==> src/rtl/read_stream_cmd_gen.sv <==
// Splits a (base_addr, num_elements) read job into power-of-2 sized read
// commands, bounded by a credit count of commands still awaiting a response.
module read_stream_cmd_gen #(
  parameter int ELEM_BYTES      = 4,
  parameter int MAX_CMD_BYTES   = 128,
  parameter int MAX_OUTSTANDING = 8,
  parameter int TAG_WIDTH       = 8,
  parameter int ROUND_UP        = 1
) (
  input  logic                 clock_i,
  input  logic                 reset_i,
  input  logic                 start_i,
  input  logic [63:0]          base_addr_i,
  input  logic [31:0]          num_elements_i,
  output logic                 cmd_valid_o,
  output logic [63:0]          cmd_addr_o,
  output logic [11:0]          cmd_size_o,
  output logic [TAG_WIDTH-1:0] cmd_tag_o,
  input  logic                 cmd_ready_i,
  input  logic                 rsp_valid_i,
  output logic                 busy_o,
  output logic                 done_o
);

  localparam int ELEM_SHIFT = $clog2(ELEM_BYTES);
  localparam int MAX_LOG    = $clog2(MAX_CMD_BYTES);

  typedef enum logic [2:0] {
    S_RESET,
    S_IDLE,
    S_SET,
    S_START,
    S_FINAL
  } state_t;

  state_t               state_q;
  logic [63:0]          addr_q;
  logic [39:0]          rem_q;
  logic [TAG_WIDTH-1:0] tag_q;
  logic [7:0]           out_q;
  logic                 done_q;

  logic [11:0] size_d;
  logic [11:0] align_d;
  logic [11:0] limit_d;
  logic [39:0] rem_d;
  logic        hs;
  logic        rsp_take;

  // Command size is derived purely from the registered address / remainder.
  always_comb begin
    size_d  = 12'd0;
    align_d = 12'(MAX_CMD_BYTES);
    limit_d = 12'd0;
    if (ROUND_UP != 0) begin
      if (rem_q >= 40'(MAX_CMD_BYTES)) begin
        size_d = 12'(MAX_CMD_BYTES);
      end else if (rem_q != 40'd0) begin
        for (int i = MAX_LOG; i >= 0; i--) begin
          if ((40'd1 << i) >= rem_q) size_d = 12'd1 << i;
        end
      end
    end else begin
      for (int i = MAX_LOG - 1; i >= 0; i--) begin
        if (addr_q[i]) align_d = 12'd1 << i;
      end
      limit_d = (rem_q < 40'(align_d)) ? rem_q[11:0] : align_d;
      for (int i = 0; i <= MAX_LOG; i++) begin
        if ((12'd1 << i) <= limit_d) size_d = 12'd1 << i;
      end
    end
  end

  // Over-read sizing may exceed the remainder, so the remainder saturates.
  assign rem_d = (rem_q >= 40'(size_d)) ? rem_q - 40'(size_d) : 40'd0;

  assign cmd_valid_o = (state_q == S_START) && (rem_q != 40'd0) &&
                       (out_q < 8'(MAX_OUTSTANDING));
  assign hs          = cmd_valid_o && cmd_ready_i;
  assign rsp_take    = rsp_valid_i && (out_q != 8'd0);

  always_ff @(posedge clock_i) begin
    if (reset_i) begin
      state_q <= S_RESET;
      addr_q  <= 64'd0;
      rem_q   <= 40'd0;
      tag_q   <= '0;
      out_q   <= 8'd0;
      done_q  <= 1'b0;
    end else begin
      done_q <= 1'b0;
      if (hs && !rsp_take) begin
        out_q <= out_q + 8'd1;
      end else if (!hs && rsp_take) begin
        out_q <= out_q - 8'd1;
      end
      case (state_q)
        S_RESET: state_q <= S_IDLE;
        S_IDLE: begin
          if (start_i) state_q <= S_SET;
        end
        S_SET: begin
          addr_q  <= base_addr_i;
          rem_q   <= {8'd0, num_elements_i} << ELEM_SHIFT;
          state_q <= (num_elements_i == 32'd0) ? S_FINAL : S_START;
        end
        S_START: begin
          if (hs) begin
            addr_q <= addr_q + 64'(size_d);
            rem_q  <= rem_d;
            tag_q  <= tag_q + TAG_WIDTH'(1);
            if (rem_d == 40'd0) state_q <= S_FINAL;
          end
        end
        S_FINAL: begin
          if (out_q == 8'd0) begin
            state_q <= S_IDLE;
            done_q  <= 1'b1;
          end
        end
        default: state_q <= S_RESET;
      endcase
    end
  end

  assign cmd_addr_o = addr_q;
  assign cmd_size_o = size_d;
  assign cmd_tag_o  = tag_q;
  assign busy_o     = (state_q != S_IDLE);
  assign done_o     = done_q;

endmodule
==> config.mk <==
export PLATFORM = sky130hd
export DESIGN_NAME = read_stream_cmd_gen
export DESIGN_NICKNAME = d
export VERILOG_FILES = /design/src/rtl/read_stream_cmd_gen.sv
export SDC_FILE = /design/constraint.sdc
export NUM_CORES = 1
export LEC_CHECK = 0
export CAP_MARGIN = 5
export CORE_ASPECT_RATIO = 1.2
export CORE_MARGIN = 2
export CORE_UTILIZATION = 53
export DETAILED_ROUTE_END_ITERATION = 7
export HOLD_SLACK_MARGIN = 0.1
export PLACE_DENSITY = 0.82
export SYNTH_ARGS = -nofsm -noshare
export SYNTH_HDL_FRONTEND = slang
export SYNTH_SLANG_ARGS = --single-unit
==> constraint.sdc <==
create_clock -name clock_i -period 5.7 [get_ports clock_i]
set_input_delay 1.425 -clock clock_i [delete_from_list [all_inputs] [get_ports clock_i]]
set_output_delay 1.425 -clock clock_i [all_outputs]
set_load 0.005 [all_outputs]
==> run metrics, run 1 <==
ys flop type=dfxtp_1; Synth-to-Final Area Change=29.23%; first-pass detailed-route iteration total=6; n_diodes=0; port bufs=183; Mapped Area=8969 um2; area leader, netlist=dfxtp_1; final setup vio count=0; Reg clk slew, reported paths=0.06 ns; CTS tree=yes; HP Class=reg2reg; Clock Latency Late Sink=0.43 ns; Leak=4.291 nW; CTS Buf Count=17; worst vdd ir=0.1984 mV; vias per cell=6.555; routability cong.=1.046; vias in the first global route=9772; sequential area share after synthesis=27.68%; Routed WL per cell=20.35 um; #FFs+latches synth=124; Core Region=16720 um2; final wirelength=32.58 mm; Setup Buffers After CTS=0; ANT nets after route=0; Clock Sink Count=124; register area=2482 um2; Clock Path Buffers=2; Slew @ Worst Pin=0.9779 ns; CP endpoint kind=flop; pwr/cell area=346.9 nW/um2; # IOs=188; layout cells sized above 1=7.076%; Rows=52; WS Path Type=reg2reg; initial antenna violation count=0; post-DP HPWL=23.41 mm; root buffer cell=clkbuf_16; FILL cells=1444; Synth top area share=27.68%; most common cell in the netlist=nand2_1; WP data arrival=5.56 ns; CP peak stage delay=0.61 ns; max frequency=0.1902 GHz; final worst path period need=5.257 ns; CP Launch Type=flop; critical-path cell list=or4_1, or3_1, nor2_2, nand2_1, nor2_1, o21ai_0, ha_2, o211ai_1, o211ai_1, and2_1, nor3_1, or3_1, or4_4, nor4_2, nor3_1; Placed Cells=1569; Non-Filler Instances=1601; Die Height=146.5 um; setup TNS=0 ns; DRC Markers=0; via count=10494; total grt overflow=0; EDFF count, synth=0; Tcrit/Tclk final=92.23%; DR iter-0 viols=1192; first-pass GRT wire length=50.96 mm; synth unique cells=77; status=finished clean; final slew viol count=0; RSZ-0062 raised after global routing=no; total power=0.004020 W; worst path required time=6.00 ns; die area=17980 um2; fin nets=1500; cell count after synthesis=1229; Critical Path Fanout Max=14; yosys warns=0; # Max-Cap Violations=0; Overall Global Routing Usage=35.50%; largest net degree at the start of global routing=71; Slew headroom=33.12%; FFs w/ async S/R, synth=0%; area of the multi-input gates=6043 um2; DIE WIDTH=122.8 um; count of final hold-check violations=0; syn_area_per_cell=7.297 um2; clk_skew=0.008821 ns; Starting Density=53.64%; Worst path slowest cell=or4_1; top cells by area, synth=dfxtp_1 28%, nand2_1 5.7%, nor2_1 5.6%; top cells by count, synth=136 x nand2_1, 134 x nor2_1, 124 x dfxtp_1, 99 x o21ai_0, 83 x a21oi_1; H-tree depth=4
## critical path: cells and delay by family (launching register included)
| kind | cells | cell delay, ns |
|---|---|---|
| adder cells (fa/ha/maj) | 1 | 0.46 |
| AND/OR/NAND/NOR | 11 | 3.55 |
| flip-flops | 1 | 0.38 |
| AO/OA/AOI/OAI | 3 | 0.71 |
## registers in the layout, indices dropped and copies added (netlist names)
signal / flops
cmd_tag_o: 8
out_q: 8
rem_q: 40
state_q: 3
done_o: 1
cmd_addr_o: 64
## cell usage in the layout (no fill, tap or decap), drive strengths merged, types with 15 or more instances in the layout
cell | synthesis | final
a211oi | 24 | 24
a21oi | 83 | 83
a22oi | 20 | 20
and3 | 19 | 19
buf | 20 | 25
clkbuf | 66 | 19
clkdlybuf4s50 | 0 | 182
dfxtp | 124 | 124
ha | 24 | 24
inv | 35 | 38
nand2 | 136 | 136
nand3 | 39 | 39
nand4 | 24 | 24
nor2 | 134 | 134
nor3 | 51 | 51
nor4 | 36 | 36
o21ai | 99 | 99
o31ai | 15 | 15
or3 | 22 | 22
or4 | 20 | 20
xor2 | 17 | 17
## through the flow
stage	util (%)	hold slack, ns	cell area, um2	worst slack (ns)
after floorplan	-	0.4570	8980	0.7134
after global placement	65.35	0.4637	10930	0.3875
after detailed placement	65.35	0.4829	10930	0.3372
after CTS	69.19	0.4909	11570	0.3018
after global routing	69.31	0.5233	11590	0.1129
final	69.31	0.4966	11590	0.4430
## final timing paths
path | start | end | slack (ns) | cells past startpoint
setup / recovery | rem_q[33] | state_q[1] | 0.44 | 15
hold / removal | rem_q[36] | rem_q[36] | 0.50 | 2
setup reg to reg | rem_q[33] | state_q[1] | 0.44 | 15
hold reg to reg | rem_q[36] | rem_q[36] | 0.50 | 2
## power breakdown
| part | switching [W] | leakage [nW] | internal (W) | total, W |
|---|---|---|---|---|
| Clock | 0.000439 | 0.306 | 0.000758 | 0.00120 |
| Sequential | 0.000118 | 1.01 | 0.000955 | 0.00107 |
| Combinational | 0.00102 | 2.98 | 0.000730 | 0.00175 |
| Total | 0.00158 | 4.29 | 0.00244 | 0.00402 |
## cell families after synthesis
group	synth area share [%]
AND/OR/NAND/NOR	30.96
AO/OA/AOI/OAI	28.01
flip-flops	27.68
buffers and inverters	5.566
XOR/XNOR	3.027
adder cells (fa/ha/maj)	4.018
multiplexers	0.6975
other	0.04181
## area by class of cell
type	instances	share of cell area [%]
flip-flops and latches	124	21.42
multi-input cells	987	52.14
repair buffers	207	17.45
clock buffers	19	3.908
inverters	35	1.134
well taps	216	2.332
clock inverters	13	1.619
## timing repair
item / 4_1_cts / 5_1_grt
setup endpoints to repair: 0 / 3
resized for setup: 0 / 5
hold buffers: 0 / 0
## routing by layer
metal  vias up  wire length, um  GRT usage (%)
met5         -                0              0
met4         0             1602          18.45
met3       112             2438          5.313
met2       603            15640          58.76
met1      4887            12900          44.02
li1       4892                -              -
Note: power is estimated with default switching activity, not from simulation.
==> run 2, diff against run 1 <==
--- a/config.mk
+++ b/config.mk
@@ -11,7 +11,7 @@
 export CORE_UTILIZATION = 53
 export DETAILED_ROUTE_END_ITERATION = 7
 export HOLD_SLACK_MARGIN = 0.1
-export PLACE_DENSITY = 0.82
+export PLACE_DENSITY_LB_ADDON = 0.25
 export SYNTH_ARGS = -nofsm -noshare
 export SYNTH_HDL_FRONTEND = slang
 export SYNTH_SLANG_ARGS = --single-unit
==> run 2 against run 1 <==
Effect of this change:
- total power is 4.6% lower
- die area is the same
- clock skew up 0.0034 ns
- routed wire length down 2.5%
- register-to-register slack got worse by 0.17 ns
- non-clock buffer count fell by 1
- fmax fell by 3.1%
- first-iteration DRC count is 4.1% higher
- cell count shrank 0.19%
- sequential power about the same
- worst setup slack worse by 0.17 ns
- combinational power hardly changed
- critical path type unchanged
- largest power group unchanged
==> run metrics, run 2 (synthesis results as in run 1) <==
status=finished clean; # IOs=188 (unchanged); CP Launch Type=flop; CTS Buf Count=17 (unchanged); Placed Cells=1568 (-0.064%); first-pass detailed-route iteration total=8 (+2); GRT busiest layer=met2; post-DP HPWL=22.88 mm (-2.3%); count of final hold-check violations=0 (unchanged); H-tree depth=4 (unchanged); Reg clk slew, reported paths=0.06 ns (about the same); WP data arrival=5.73 ns (+0.17 ns); total grt overflow=0 (unchanged); first-pass GRT wire length=49.22 mm (-3.4%); via count=10459 (-0.33%); worst vdd ir=0.2361 mV (+19%); WS Path Type=reg2reg; GR Util met1=42.56% (-1.5 points); Overall Global Routing Usage=34.35% (-1.1 points); largest net degree at the start of global routing=80 (+13%); total power=0.003836 W (-4.6%); Clock Latency Late Sink=0.42 ns (about the same); Leak=4.240 nW (-1.2%); DR iter-0 viols=1241 (+4.1%); ANT nets after route=0 (unchanged); clk_skew=0.01218 ns (+0.003362 ns); layout cells sized above 1=6.440% (-0.64 points); vias in the first global route=9477 (-3.0%); Routed WL per cell=19.87 um (-2.3%); Clock Path Buffers=2 (unchanged); Rows=52 (unchanged); fin nets=1499 (-0.067%); instance area at placement=10920 um2 (about the same); Critical Path Fanout Max=8 (-6); final wirelength=31.76 mm (-2.5%); Non-Filler Instances=1598 (-0.19%); setup TNS=0 ns (unchanged); Core Region=16720 um2 (unchanged); HP Class=reg2reg; Tcrit/Tclk final=95.20% (+3.0 points); FILL cells=1426 (-1.2%); initial antenna violation count=0 (unchanged); final instance area=11460 um2 (-1.1%); max frequency=0.1843 GHz (-3.1%); root buffer cell=clkbuf_16; met3 Track Usage GR=5.898% (+0.59 points); CTS tree=yes; # Max-Cap Violations=0 (unchanged); Synth-to-Final Area Change=27.80%; CP endpoint kind=flop; port bufs=183 (unchanged); met2 usage=57.35% (-1.4 points); final slew viol count=0 (unchanged); max reg flops=64 (unchanged); worst path required time=6.00 ns (about the same); vias per cell=6.545 (-0.15%); pwr/cell area=334.7 nW/um2 (-3.5%); routability cong.=1.012 (-3.3%); Die Height=146.5 um (unchanged); most frequent cells in the layout=182 x clkdlybuf4s50_1, 134 x nand2_1, 133 x nor2_1; n_diodes=0 (unchanged); final worst path period need=5.426 ns (+0.1693 ns); Starting Density=53.64% (unchanged); RSZ-0062 raised after global routing=no; commonest non-fill, non-tap cell in the layout=clkdlybuf4s50_1; DRC Markers=0 (unchanged); final setup vio count=0 (unchanged); Slew @ Worst Pin=1.157 ns (+0.1794 ns); DIE WIDTH=122.8 um (unchanged); Final Util=68.55% (-0.76 points); Clock Sink Count=124 (unchanged); Slew headroom=20.85% (-12 points); die area=17980 um2 (unchanged)
run 2: changes by cell type in the layout (fill, tap and decap cells not counted), moves of 2 or more:
cell	delta
clkbuf_1	+4
bufinv_16	-3
clkinv_2	+3
inv_6	-3
clkinvlp_4	-2
run 2: per-stage QoR:
stage | hold slack (ns) | worst slack [ns]
2_1_floorplan | 0.4570 | 0.7134
3_3_place_gp | 0.4644 | 0.3831
3_5_place_dp | 0.4850 | 0.2889
4_1_cts | 0.4928 | 0.2862
5_1_grt | 0.5322 | 0.002252
6_report | 0.4909 | 0.2737
run 2: what timing repair did:
action                     CTS  global route
hold buffers                 0             0
setup endpoints to repair    0             3
resized for setup            0             3
setup buffers                0             0
run 2: final timing paths:
| kind | from | to | slack [ns] | cells after the start |
|---|---|---|---|---|
| worst min register to register | cmd_tag_o[7] | cmd_tag_o[7] | 0.49 | 2 |
| worst min-delay path | cmd_tag_o[7] | cmd_tag_o[7] | 0.49 | 2 |
| worst max register to register | rem_q[33] | state_q[0] | 0.27 | 15 |
| worst max-delay path | rem_q[33] | state_q[0] | 0.27 | 15 |
run 2: area by class of cell:
| cell class | instances | area, um2 | area share (%) |
|---|---|---|---|
| tap | 216 | 270.3 | 2.358 |
| sequential | 124 | 2482 | 21.66 |
| clock buffer | 22 | 454.2 | 3.962 |
| multi-input combinational | 987 | 6038 | 52.68 |
| clock inverter | 8 | 71.32 | 0.6222 |
| inverter | 35 | 131.4 | 1.146 |
| timing repair buffer | 206 | 2014 | 17.57 |
run 2: per-layer routing:
metal | share of wire (%) | wire (um)
met5 | 0 | 0
met4 | 4.6 | 1468
met2 | 47 | 14960
met1 | 40 | 12580
met3 | 8.7 | 2752
run 2: report_power, final:
part	switching [W]	total [W]	internal, W
Clock	0.000408	0.00101	0.000602
Combinational	0.00102	0.00176	0.000732
Sequential	0.000114	0.00107	0.000956
run 2: worst max-delay path: stages (launching register included):
cell and delay [ns]:
dfxtp_1 0.38, or4_1 0.62, or3_1 0.39, nor2_1 0.25
nand2_1 0.16, nor3_1 0.22, o21ai_0 0.19, ha_1 0.52
nand4_1 0.20, a211oi_1 0.31, nand2b_1 0.21, mux2_2 0.36
a2111oi_0 0.37, or4b_2 0.69, nor4_2 0.34, nor3_1 0.09
==> run 3, diff against run 2 <==
--- a/config.mk
+++ b/config.mk
@@ -5,7 +5,6 @@
 export SDC_FILE = /design/constraint.sdc
 export NUM_CORES = 1
 export LEC_CHECK = 0
-export CAP_MARGIN = 5
 export CORE_ASPECT_RATIO = 1.2
 export CORE_MARGIN = 2
 export CORE_UTILIZATION = 53
==> results of run 3 <==
The final DEF is identical to that of run 2; final timing and power are the same.
